File: src/rtl/rgb_led_pkg.sv
`default_nettype none
// ============================================================================
//  Module      : rgb_led_pkg
//  Description : Shared types and constants for the RGB LED fader:
//                default duty width, fader state encoding, channel indices
//                inside the packed {r,g,b} colour word, and a slice helper.
//  Revision    : 1.0 - initial release
// ============================================================================
package rgb_led_pkg;

  localparam int c_DUTY_W_DEF = 8;

  // Channel position inside a packed colour word; red occupies the MSBs.
  localparam int c_CH_R = 2;
  localparam int c_CH_G = 1;
  localparam int c_CH_B = 0;

  typedef enum logic [0:0] {
    IDLE = 1'b0,
    FADE = 1'b1
  } state_t;

  // LSB position of one channel inside a packed {r,g,b} word.
  function automatic int chan_lsb(input int idx, input int width);
    return idx * width;
  endfunction

endpackage
`default_nettype wire

File: src/rtl/pwm_channel.sv
`default_nettype none
// ============================================================================
//  Module      : pwm_channel
//  Description : One colour channel of the fader. Holds the current and
//                target duty, computes the next current duty (jump to target
//                or one LSB toward it) and drives the registered PWM compare.
//  Ports       : clk, rst      - clock, synchronous active-high reset
//                i_load        - latch i_tgt as the new target
//                i_tgt         - target duty
//                i_jump        - load current duty from target
//                i_step        - move current duty 1 LSB toward target
//                i_pwm_cnt     - shared PWM counter
//                o_done        - current duty equals target after this cycle
//                o_led         - PWM output (pwm_cnt < cur), one cycle late
//  Revision    : 1.0 - initial release
// ============================================================================
module pwm_channel #(
  parameter int DUTY_W = 8
) (
  input  logic              clk,
  input  logic              rst,
  input  logic              i_load,
  input  logic [DUTY_W-1:0] i_tgt,
  input  logic              i_jump,
  input  logic              i_step,
  input  logic [DUTY_W-1:0] i_pwm_cnt,
  output logic              o_done,
  output logic              o_led
);

  logic [DUTY_W-1:0] r_cur;
  logic [DUTY_W-1:0] r_tgt;
  logic [DUTY_W-1:0] w_cur_nxt;
  logic              r_led;

  // Steps stop on the target, so the duty can never overshoot or wrap.
  always_comb begin
    w_cur_nxt = r_cur;
    if (i_jump) begin
      w_cur_nxt = r_tgt;
    end else if (i_step) begin
      if (r_cur < r_tgt) begin
        w_cur_nxt = r_cur + 1'b1;
      end else if (r_cur > r_tgt) begin
        w_cur_nxt = r_cur - 1'b1;
      end
    end
  end

  always_ff @(posedge clk) begin
    if (rst) begin
      r_cur <= '0;
      r_tgt <= '0;
      r_led <= 1'b0;
    end else begin
      if (i_load) begin
        r_tgt <= i_tgt;
      end
      r_cur <= w_cur_nxt;
      r_led <= (i_pwm_cnt < r_cur);
    end
  end

  assign o_done = (w_cur_nxt == r_tgt);
  assign o_led  = r_led;

endmodule
`default_nettype wire

File: src/rtl/rgb_led_fader.sv
`default_nettype none
// ============================================================================
//  Module      : rgb_led_fader
//  Description : Three-channel PWM LED driver with linear, glitch-free fades.
//                Duties only change at the end of a full PWM period.
//  Ports       : clk        - single clock
//                rst        - synchronous active-high reset
//                cmd_valid  - colour command present
//                cmd_ready  - command can be accepted (IDLE and not in reset)
//                cmd_rgb    - target duty {r,g,b}, red in the MSBs
//                cmd_rate   - PWM periods per 1-LSB step, 0 = jump
//                busy       - fade or jump in progress
//                redled, greenled, blueled - PWM outputs
//  Revision    : 1.0 - initial release
// ============================================================================
module rgb_led_fader
  import rgb_led_pkg::*;
#(
  parameter int PRESCALE = 64,
  parameter int DUTY_W   = c_DUTY_W_DEF,
  parameter int RATE_W   = 8
) (
  input  logic                clk,
  input  logic                rst,
  input  logic                cmd_valid,
  output logic                cmd_ready,
  input  logic [3*DUTY_W-1:0] cmd_rgb,
  input  logic [RATE_W-1:0]   cmd_rate,
  output logic                busy,
  output logic                redled,
  output logic                greenled,
  output logic                blueled
);

  // A prescale of 1 still needs a 1-bit counter that simply stays at 0.
  localparam int                 c_PRE_W   = (PRESCALE > 1) ? $clog2(PRESCALE) : 1;
  localparam logic [c_PRE_W-1:0] c_PRE_MAX = c_PRE_W'(PRESCALE - 1);

  logic [c_PRE_W-1:0] r_pre_cnt;
  logic [DUTY_W-1:0]  r_pwm_cnt;
  logic [RATE_W-1:0]  r_rate_cnt;
  logic [RATE_W-1:0]  r_rate;
  state_t             r_state;
  state_t             w_state_nxt;

  logic       w_pwm_tick;
  logic       w_period_end;
  logic       w_accept;
  logic       w_rate_hit;
  logic       w_jump;
  logic       w_step;
  logic       w_all_done;
  logic [2:0] w_done;
  logic [2:0] w_led;

  assign w_pwm_tick   = (r_pre_cnt == c_PRE_MAX);
  assign w_period_end = w_pwm_tick && (r_pwm_cnt == '1);

  assign cmd_ready  = (r_state == IDLE) && !rst;
  assign w_accept   = cmd_valid && cmd_ready;
  assign busy       = (r_state == FADE);
  assign w_rate_hit = (r_rate_cnt == r_rate - 1'b1);
  assign w_all_done = &w_done;

  // Prescaler and PWM counter
  always_ff @(posedge clk) begin
    if (rst) begin
      r_pre_cnt <= '0;
      r_pwm_cnt <= '0;
    end else if (w_pwm_tick) begin
      r_pre_cnt <= '0;
      r_pwm_cnt <= r_pwm_cnt + 1'b1;
    end else begin
      r_pre_cnt <= r_pre_cnt + 1'b1;
    end
  end

  // Command latch and rate divider; the divider only runs for stepped fades.
  always_ff @(posedge clk) begin
    if (rst) begin
      r_rate     <= '0;
      r_rate_cnt <= '0;
    end else if (w_accept) begin
      r_rate     <= cmd_rate;
      r_rate_cnt <= '0;
    end else if ((r_state == FADE) && w_period_end && (r_rate != '0)) begin
      r_rate_cnt <= w_rate_hit ? '0 : r_rate_cnt + 1'b1;
    end
  end

  always_ff @(posedge clk) begin
    if (rst) begin
      r_state <= IDLE;
    end else begin
      r_state <= w_state_nxt;
    end
  end

  // Completion is judged on the post-update duties, so a command whose
  // target equals the current colour still finishes at one period end.
  always_comb begin
    w_state_nxt = r_state;
    w_jump      = 1'b0;
    w_step      = 1'b0;
    case (r_state)
      IDLE: begin
        if (w_accept) begin
          w_state_nxt = FADE;
        end
      end
      FADE: begin
        if (w_period_end) begin
          if (r_rate == '0) begin
            w_jump = 1'b1;
          end else if (w_rate_hit) begin
            w_step = 1'b1;
          end
          if (w_all_done) begin
            w_state_nxt = IDLE;
          end
        end
      end
      default: w_state_nxt = IDLE;
    endcase
  end

  for (genvar i = 0; i < 3; i++) begin : g_ch
    localparam int c_LSB = chan_lsb(i, DUTY_W);
    pwm_channel #(
      .DUTY_W (DUTY_W)
    ) u_ch (
      .clk       (clk),
      .rst       (rst),
      .i_load    (w_accept),
      .i_tgt     (cmd_rgb[c_LSB +: DUTY_W]),
      .i_jump    (w_jump),
      .i_step    (w_step),
      .i_pwm_cnt (r_pwm_cnt),
      .o_done    (w_done[i]),
      .o_led     (w_led[i])
    );
  end

  assign redled   = w_led[c_CH_R];
  assign greenled = w_led[c_CH_G];
  assign blueled  = w_led[c_CH_B];

endmodule
`default_nettype wire

File: config.mk
export PLATFORM = sky130hd
export DESIGN_NAME = rgb_led_fader
export DESIGN_NICKNAME = d
export VERILOG_FILES = /design/src/rtl/rgb_led_pkg.sv /design/src/rtl/pwm_channel.sv /design/src/rtl/rgb_led_fader.sv
export SDC_FILE = /design/constraint.sdc
export NUM_CORES = 1
export LEC_CHECK = 0
export ABC_AREA = 1
export ABC_CLOCK_PERIOD_IN_PS = 2550
export CORE_MARGIN = 3
export CORE_UTILIZATION = 54
export DETAILED_ROUTE_END_ITERATION = 12
export PLACE_DENSITY = 0.77
export RECOVER_POWER = 50
export SLEW_MARGIN = 20
export SYNTH_ARGS = -nofsm -noshare
export SYNTH_HDL_FRONTEND = slang
export SYNTH_SLANG_ARGS = --single-unit
export TNS_END_PERCENT = 50
File: constraint.sdc
create_clock -name clk -period 2.55 [get_ports clk]
set_input_delay 0.51 -clock clk [delete_from_list [all_inputs] [get_ports clk]]
set_output_delay 0.51 -clock clk [all_outputs]
set_load 0.05 [all_outputs]
==> impl_metrics.tcl, run 1 <==
set metrics [dict create \
    holdWs_ns 0.475 \
    syn_area_per_cell_um2 6.50 \
    power_density_nw_per_um2 418 \
    layout.area.seq_um2 1650 \
    synth.top_cells.by_area "dfxtp_1 27%, nand2_1 14%, ha_1 11%, nand3_1 9.0%, inv_1 7.5%" \
    period_share 1.04 \
    cts_hold_buffers 0 \
    detail_route.first_pass.iterations 5 \
    clock-skew-final_ns 0.00878 \
    first_pass_grt_wire_length_um 28700 \
    max_freq_mhz 375 \
    critical_path_arrival_ns 2.95 \
    grt_pass1_vias 6094 \
    numCtsBuffers 9 \
    hold_path_startpoint "r_pre_cnt[5]" \
    multi_input_area_um2 3950 \
    totalPowerFinal_mw 3.28 \
    total_grt_overflow 0 \
    synth_cell_types 43 \
    post-route-min-period_ns 2.66 \
    whs_endpoint "r_pre_cnt[5]" \
    nets 1158 \
    slew_headroom 0.672 \
    worstHoldPathType "flop to flop" \
    worst_setup_hold_path_clk_slew_ns 0.09 \
    totalWireLength_um 18000 \
    max-cap-violations 0 \
    place_hpwl_um 13100 \
    dp.cells 1182 \
    leakage_nw 3.78 \
    num_vias 6691 \
    hold_viol 0 \
    place.port_buffers 39 \
    final-setup-viol-count 1 \
    remaining_drc_errors 0 \
    cp_launch_type "flop" \
    syn-num-nets 1012 \
    post_route_cell_area_um2 7850 \
    drtIter0Drc 667 \
    crit_fanout 6 \
    groute.usage.overall 0.283 \
    chipWidth_um 111 \
    yosys.area.top_type_share 0.274 \
    placement_rows 37 \
    ant_nets 0 \
    failing_checks "negative setup slack" \
    required_ns 2.84 \
    final_standard_cell_count_with_taps_included_and_fillers_excluded 1209 \
    synth-seq-cells 82 \
    report.final.slew_viol_count 0 \
    placed_cell_area_um2 7320 \
    worst-slew-pin-transition_ns 0.490 \
    area_growth_syn_to_layout_pct 31.0 \
    routed_wirelength_normalized_by_instance_count_um 14.9 \
    cts_sinks 82 \
    yosys.area.top_type "dfxtp_1" \
    grt_setup_unrepaired "yes" \
    number_of_antenna_diodes 0 \
    drive_gt1_frac 0.194 \
    clk_path_buf_depth 2 \
    design.portCount 40 \
    clock-root-buffer "clkbuf_8" \
    timing.reg2reg.worst_path_depth 21 \
    core_area_um2 10600 \
    crit-reg2reg-capture "busy" \
    fillers 836 \
    status "finished with violations" \
    syn_inst 922 \
    ys_seq_area_frac 0.274 \
    die_h_um 111 \
    critical_path.reg2reg.startpoint "r_rate[0]" \
    layout_common_cells "217 x nand2_1, 116 x inv_1, 115 x buf_4" \
    grt_max_degree 40 \
    holdPathStages 2 \
    synth.cell_area_um2 5990 \
    htree_levels 3 \
    worstSetupEndpointType "flop" \
    gp_congestion 0.916 \
    layout_commonest_cell "nand2_1" \
    cts_tree "done" \
    worst_ir_drop_vdd_mv 0.347 \
    route.detailed.vias_per_inst 5.53 \
    initial_core_util 0.568 \
    utilization 0.744 \
    layout_setup_ws_ns -0.114 \
    antenna_found_initial 0 \
    die_area_um2 12400 \
    rrSetupSlack_ns -0.11 \
    clk-insertion-delay-late_ns 0.38 \
    synth.yosys.warnings 0 \
    timing.setup.critical_path_class "flop to flop" \
]
==> critical path, stage by stage, from the launching register on <==
cell and delay (ns):
dfxtp_2 0.33, inv_2 0.07, ha_4 0.16, nand2_1 0.10, nor2_2 0.12, nand2_2 0.08
nand3_1 0.12, nand2_1 0.10, nor2_4 0.15, nand2_4 0.08, nor2_8 0.23, buf_12 0.16
nand2_1 0.08, xor2_2 0.16, nand2_1 0.08, nand2_1 0.05, nand2_1 0.09, nand3_2 0.13
nor2_1 0.13, nand2_1 0.06, nand2_1 0.05, nand2_1 0.04
==> state kept, by name, summed over array words and instances, names as in the netlist <==
| name | count |
|---|---|
| g_ch.u_ch.r_cur | 24 |
| g_ch.u_ch.r_tgt | 24 |
| r_pwm_cnt | 8 |
| r_rate | 8 |
| r_rate_cnt | 8 |
| r_pre_cnt | 6 |
| g_ch.u_ch.o_led | 3 |
| busy | 1 |
==> final cells by class <==
cell class                      instances  area share
Timing Repair Buffer                  162       0.180
Inverter                              122      0.0587
Sequential cell                        82       0.210
Clock buffer                           10      0.0175
Multi-Input combinational cell        691       0.504
Clock inverter                          6     0.00829
Tap cell                              136      0.0217
==> synth_stat cells, drive strengths merged <==
cell / instances
clkbuf: 21
clkinv: 1
and3: 1
ha: 55
nand3b: 2
nand2: 231
buf: 7
o21a: 8
o211ai: 4
nand4: 22
mux2i: 1
inv: 121
a21oi: 28
a211oi: 17
or2: 2
nor3b: 1
nor2: 103
o22ai: 2
dfxtp: 82
xnor2: 2
o21ai: 68
nand3: 110
nor4: 3
a21o: 3
o31ai: 1
a32o: 1
nor3: 10
xor2: 6
o21bai: 9
==> worst max-delay path by stage <==
stage | cells past startpoint | to | startpoint | slack, ns
2_1_floorplan | 25 | busy | r_rate[0] | 0.11
3_3_place_gp | 25 | busy | r_rate[0] | -0.11
3_5_place_dp | 23 | busy | r_rate[0] | -0.17
4_1_cts | 21 | busy | r_rate[1] | -0.09
5_1_grt | 25 | busy | r_rate[0] | -0.33
6_report | 21 | busy | r_rate[0] | -0.11
==> power breakdown <==
group / switching, mW / internal, mW / leakage (nW)
Clock: 0.542 / 0.481 / 0.103
Sequential: 0.0355 / 1.33 / 0.670
Combinational: 0.507 / 0.384 / 3.01
==> logic make-up after synthesis <==
group	share of synthesized area
flops	0.274
compound gates	0.137
xor+xnor	0.0117
mux	0.00167
simple gates	0.362
fa+ha+maj	0.115
buf+inv	0.0994
==> through the flow <==
| stage | setup slack (ns) | setup TNS [ns] |
|---|---|---|
| 2_1_floorplan | 0.111 | 0 |
| 3_3_place_gp | -0.113 | -0.113 |
| 3_5_place_dp | -0.172 | -0.172 |
| 4_1_cts | -0.0866 | -0.0866 |
| 5_1_grt | -0.327 | -0.327 |
| 6_report | -0.114 | -0.114 |
==> repair_timing <==
item | 4_1_cts | 5_1_grt
endpoints found under the setup margin | 1 | 2
gates cloned | 0 | 4
pin swaps | 1 | 21
buffers inserted | 0 | 7
resized for setup | 13 | 50
==> layer usage <==
metal | GRT usage | vias to the layer above | routed length, um
met5 | 0 | - | 0
met2 | 0.468 | 275 | 8330
met4 | 0.103 | 0 | 523
li1 | - | 3330 | -
met1 | 0.375 | 3046 | 7790
met3 | 0.0446 | 40 | 1320
(Power assumes the default switching activity.)
==> run 2, diff against run 1 <==
CORE_UTILIZATION = 55   (was 54)
PLACE_DENSITY = 0.78   (was 0.77)
SYNTH_HIERARCHICAL = 1   (was unset)
==> run 2 against run 1 <==
Net effect: the run still ends with negative setup slack left; wire length decreased by 15%; sequential power about the same; sequential share of layout area increased by 0.65 points; clock power decreased by 9%; largest power group unchanged.
==> impl_metrics.tcl, run 2 <==
set metrics [dict create \
    status "finished with violations" \
    failing_checks "negative setup slack" \
    hold_viol 0 \
    holdWs_ns 0.489 \
    synth.cell_area_um2 6060 \
    groute.usage.overall 0.242 \
    top_regs "g_ch.u_ch/r_cur x24, g_ch.u_ch/r_tgt x24" \
    clock-root-buffer "clkbuf_8" \
    report.final.slew_viol_count 0 \
    fillers 879 \
    post-route-min-period_ns 2.90 \
    remaining_drc_errors 0 \
    worst_setup_hold_path_clk_slew_ns 0.09 \
    clk_path_buf_depth 2 \
    nets 1116 \
    period_share 1.14 \
    max-cap-violations 0 \
    layout_commonest_cell "nand2_1" \
    post-place-ws_ns -0.265 \
    sw_frac_of_total 0.324 \
    rrSetupSlack_ns -0.35 \
    worst-slew-pin-transition_ns 1.27 \
    setup_tns_final_ns -0.346 \
    timing.critical_path.slowest_cell_delay_ns 0.34 \
    num_vias 6259 \
    ys_dominant_reg_cell "dfxtp_1" \
    slew_headroom 0.153 \
    cell_type_with_the_highest_occurrence_count_on_the_critical_path "nand2_1" \
    placement_rows 37 \
    worst_ir_drop_vdd_mv 0.384 \
    gp_congestion 0.896 \
    total_grt_overflow 0 \
    crit_cells 26 \
    post-synth-top-count-cell "nand2_1" \
    cts_sinks 82 \
    synth.yosys.warnings 6 \
    ant_nets 0 \
    chipWidth_um 111 \
    synth.top_cells.by_count "219 x nand2_1, 123 x inv_1, 121 x nor2_1" \
    htree_levels 3 \
    cp_launch_type "flop" \
    number_of_antenna_diodes 0 \
    synth.top_cells.by_area "dfxtp_1 27%, nand2_1 14%, ha_1 12%, nand3_1 8.2%, inv_1 7.6%" \
    seqPwrFrac 0.452 \
    p_clk_frac 0.311 \
    die_area_um2 12300 \
    cts_tree "done" \
    timing.critical_path.from "r_rate[1]" \
    layout.area.seq_um2 1650 \
    grt_pass1_vias 5682 \
    drive_gt1_frac 0.180 \
    numCtsBuffers 9 \
    place_hpwl_um 10900 \
    syn_inst 923 \
    detail_route.first_pass.iterations 5 \
    clock-skew-final_ns 0.0123 \
    yosys.area.top_type_share 0.271 \
    synth_edf_count 0 \
    utilization 0.722 \
    max_freq_mhz 345 \
    critical-path-top-delay-family "simple AND/OR/NAND/NOR gates" \
    routed_wirelength_normalized_by_instance_count_um 13.2 \
    net-switching-power_mw 0.972 \
    syn-num-nets 1014 \
    route.detailed.vias_per_inst 5.38 \
    place.port_buffers 39 \
    crit-reg2reg-capture "busy" \
    critical_path.reg2reg.startpoint "r_rate[1]" \
    grt_max_degree 55 \
    antenna_found_initial 0 \
    timing.reg2reg.worst_path_depth 26 \
    ys_seq_area_frac 0.271 \
    area_growth_syn_to_layout_pct 25.2 \
    totalWireLength_um 15300 \
    async_reset_ff_frac 0 \
    synth-seq-cells 82 \
    first_pass_grt_wire_length_um 25400 \
    core_area_um2 10500 \
    crit_fanout 8 \
    p_int_mw 2.03 \
    critPathSlowestCell "dfxtp_2" \
    yosys.area.top_type "dfxtp_1" \
    layout_common_cells "204 x nand2_1, 118 x inv_1, 102 x nor2_1" \
    power_density_nw_per_um2 395 \
    cts_hold_buffers 0 \
    synth_cell_types 35 \
    critical_path_arrival_ns 3.17 \
    power.combinational.fraction 0.236 \
    grt_setup_unrepaired "yes" \
    worstSetupEndpointType "flop" \
    buffers_and_inverters_on_the_worst_path 5 \
    leakage_nw 3.51 \
    final-setup-viol-count 1 \
    endpoint "busy" \
    drtIter0Drc 388 \
    totalPowerFinal_mw 3.00 \
    die_h_um 111 \
    initial_core_util 0.577 \
    multi_input_area_um2 4100 \
    required_ns 2.82 \
    worstHoldPathType "flop to flop" \
    syn_area_per_cell_um2 6.57 \
    layout_setup_ws_ns -0.346 \
    design.portCount 40 \
    clk-insertion-delay-late_ns 0.39 \
    timing.setup.critical_path_class "flop to flop" \
]
## run 2: cell count changes in the layout (fill, tap and decap cells not counted), moves of 13 or more
cell,previous run,this run
nand2_2,12,25
nor2_1,84,102
nand2_1,217,204
o21ai_0,61,23
a211oi_1,17,34
buf_4,115,61
## run 2: how the worst min path moves through the flow
stage                          start                     to  slack, ns  cells after the start
2_1_floorplan           r_pre_cnt[0]           r_pre_cnt[0]       0.42                      1
6_report       g_ch[1].u_ch/r_tgt[1]  g_ch[1].u_ch/r_cur[1]       0.49                      2
3_3_place_gp   g_ch[1].u_ch/r_tgt[1]  g_ch[1].u_ch/r_cur[1]       0.47                      2
3_5_place_dp   g_ch[1].u_ch/r_tgt[1]  g_ch[1].u_ch/r_cur[1]       0.48                      2
5_1_grt        g_ch[0].u_ch/r_tgt[1]  g_ch[0].u_ch/r_cur[1]       0.51                      2
4_1_cts                          rst                   busy       0.48                      4
## run 2: power by group through the flow
stage / sequential [mW] / combinational (mW) / clock [mW]
after floorplan: 1.38 / 0.466 / 0
after global placement: 1.38 / 0.661 / 0
after detailed placement: 1.38 / 0.673 / 0
after CTS: 1.36 / 0.679 / 0.961
after global routing: 1.36 / 0.801 / 1.01
final: 1.36 / 0.709 / 0.933
## run 2: cell families after synthesis
group | count (synthesis) | synth area share
adder cells (fa/ha/maj) | 56 | 0.116
XOR/XNOR | 6 | 0.00867
buffers and inverters | 146 | 0.0925
flip-flops | 82 | 0.271
AO/OA/AOI/OAI | 115 | 0.121
AND/OR/NAND/NOR | 518 | 0.391
## run 2: final cells by class
type	instances	area share
clock buffers	9	0.0163
clock inverters	5	0.00758
inverters	124	0.0625
multi-input cells	695	0.540
flip-flops and latches	82	0.217
well taps	136	0.0224
repair buffers	113	0.135
## run 2: through the flow
step / area [um^2] / std cells
after floorplan: 6110 / 923
after global placement: 7080 / 1140
after detailed placement: 7080 / 1140
after CTS: 7260 / 1154
after global routing: 7590 / 1164
final: 7590 / 1164
## run 2: repair_timing
action | 4_1_cts | 5_1_grt
gates resized for setup | 4 | 65
setup buffers | 0 | 9
pin swaps | 0 | 41
endpoints found under the hold margin | 0 | 0
setup endpoints to repair | 1 | 17
cloned | 0 | 3
## run 2: tightest hold or removal path: cells and delay by family, from the launching register on
family	cells	cell delay, ns
flip-flops	1	0.33
AND/OR/NAND/NOR	1	0.06
AO/OA/AOI/OAI	1	0.05
## run 2: per-layer routing
metal	routed length, um	GRT usage
met1	7120	0.319
met2	7250	0.400
met3	669	0.0480
met4	272	0.0747
met5	0	0
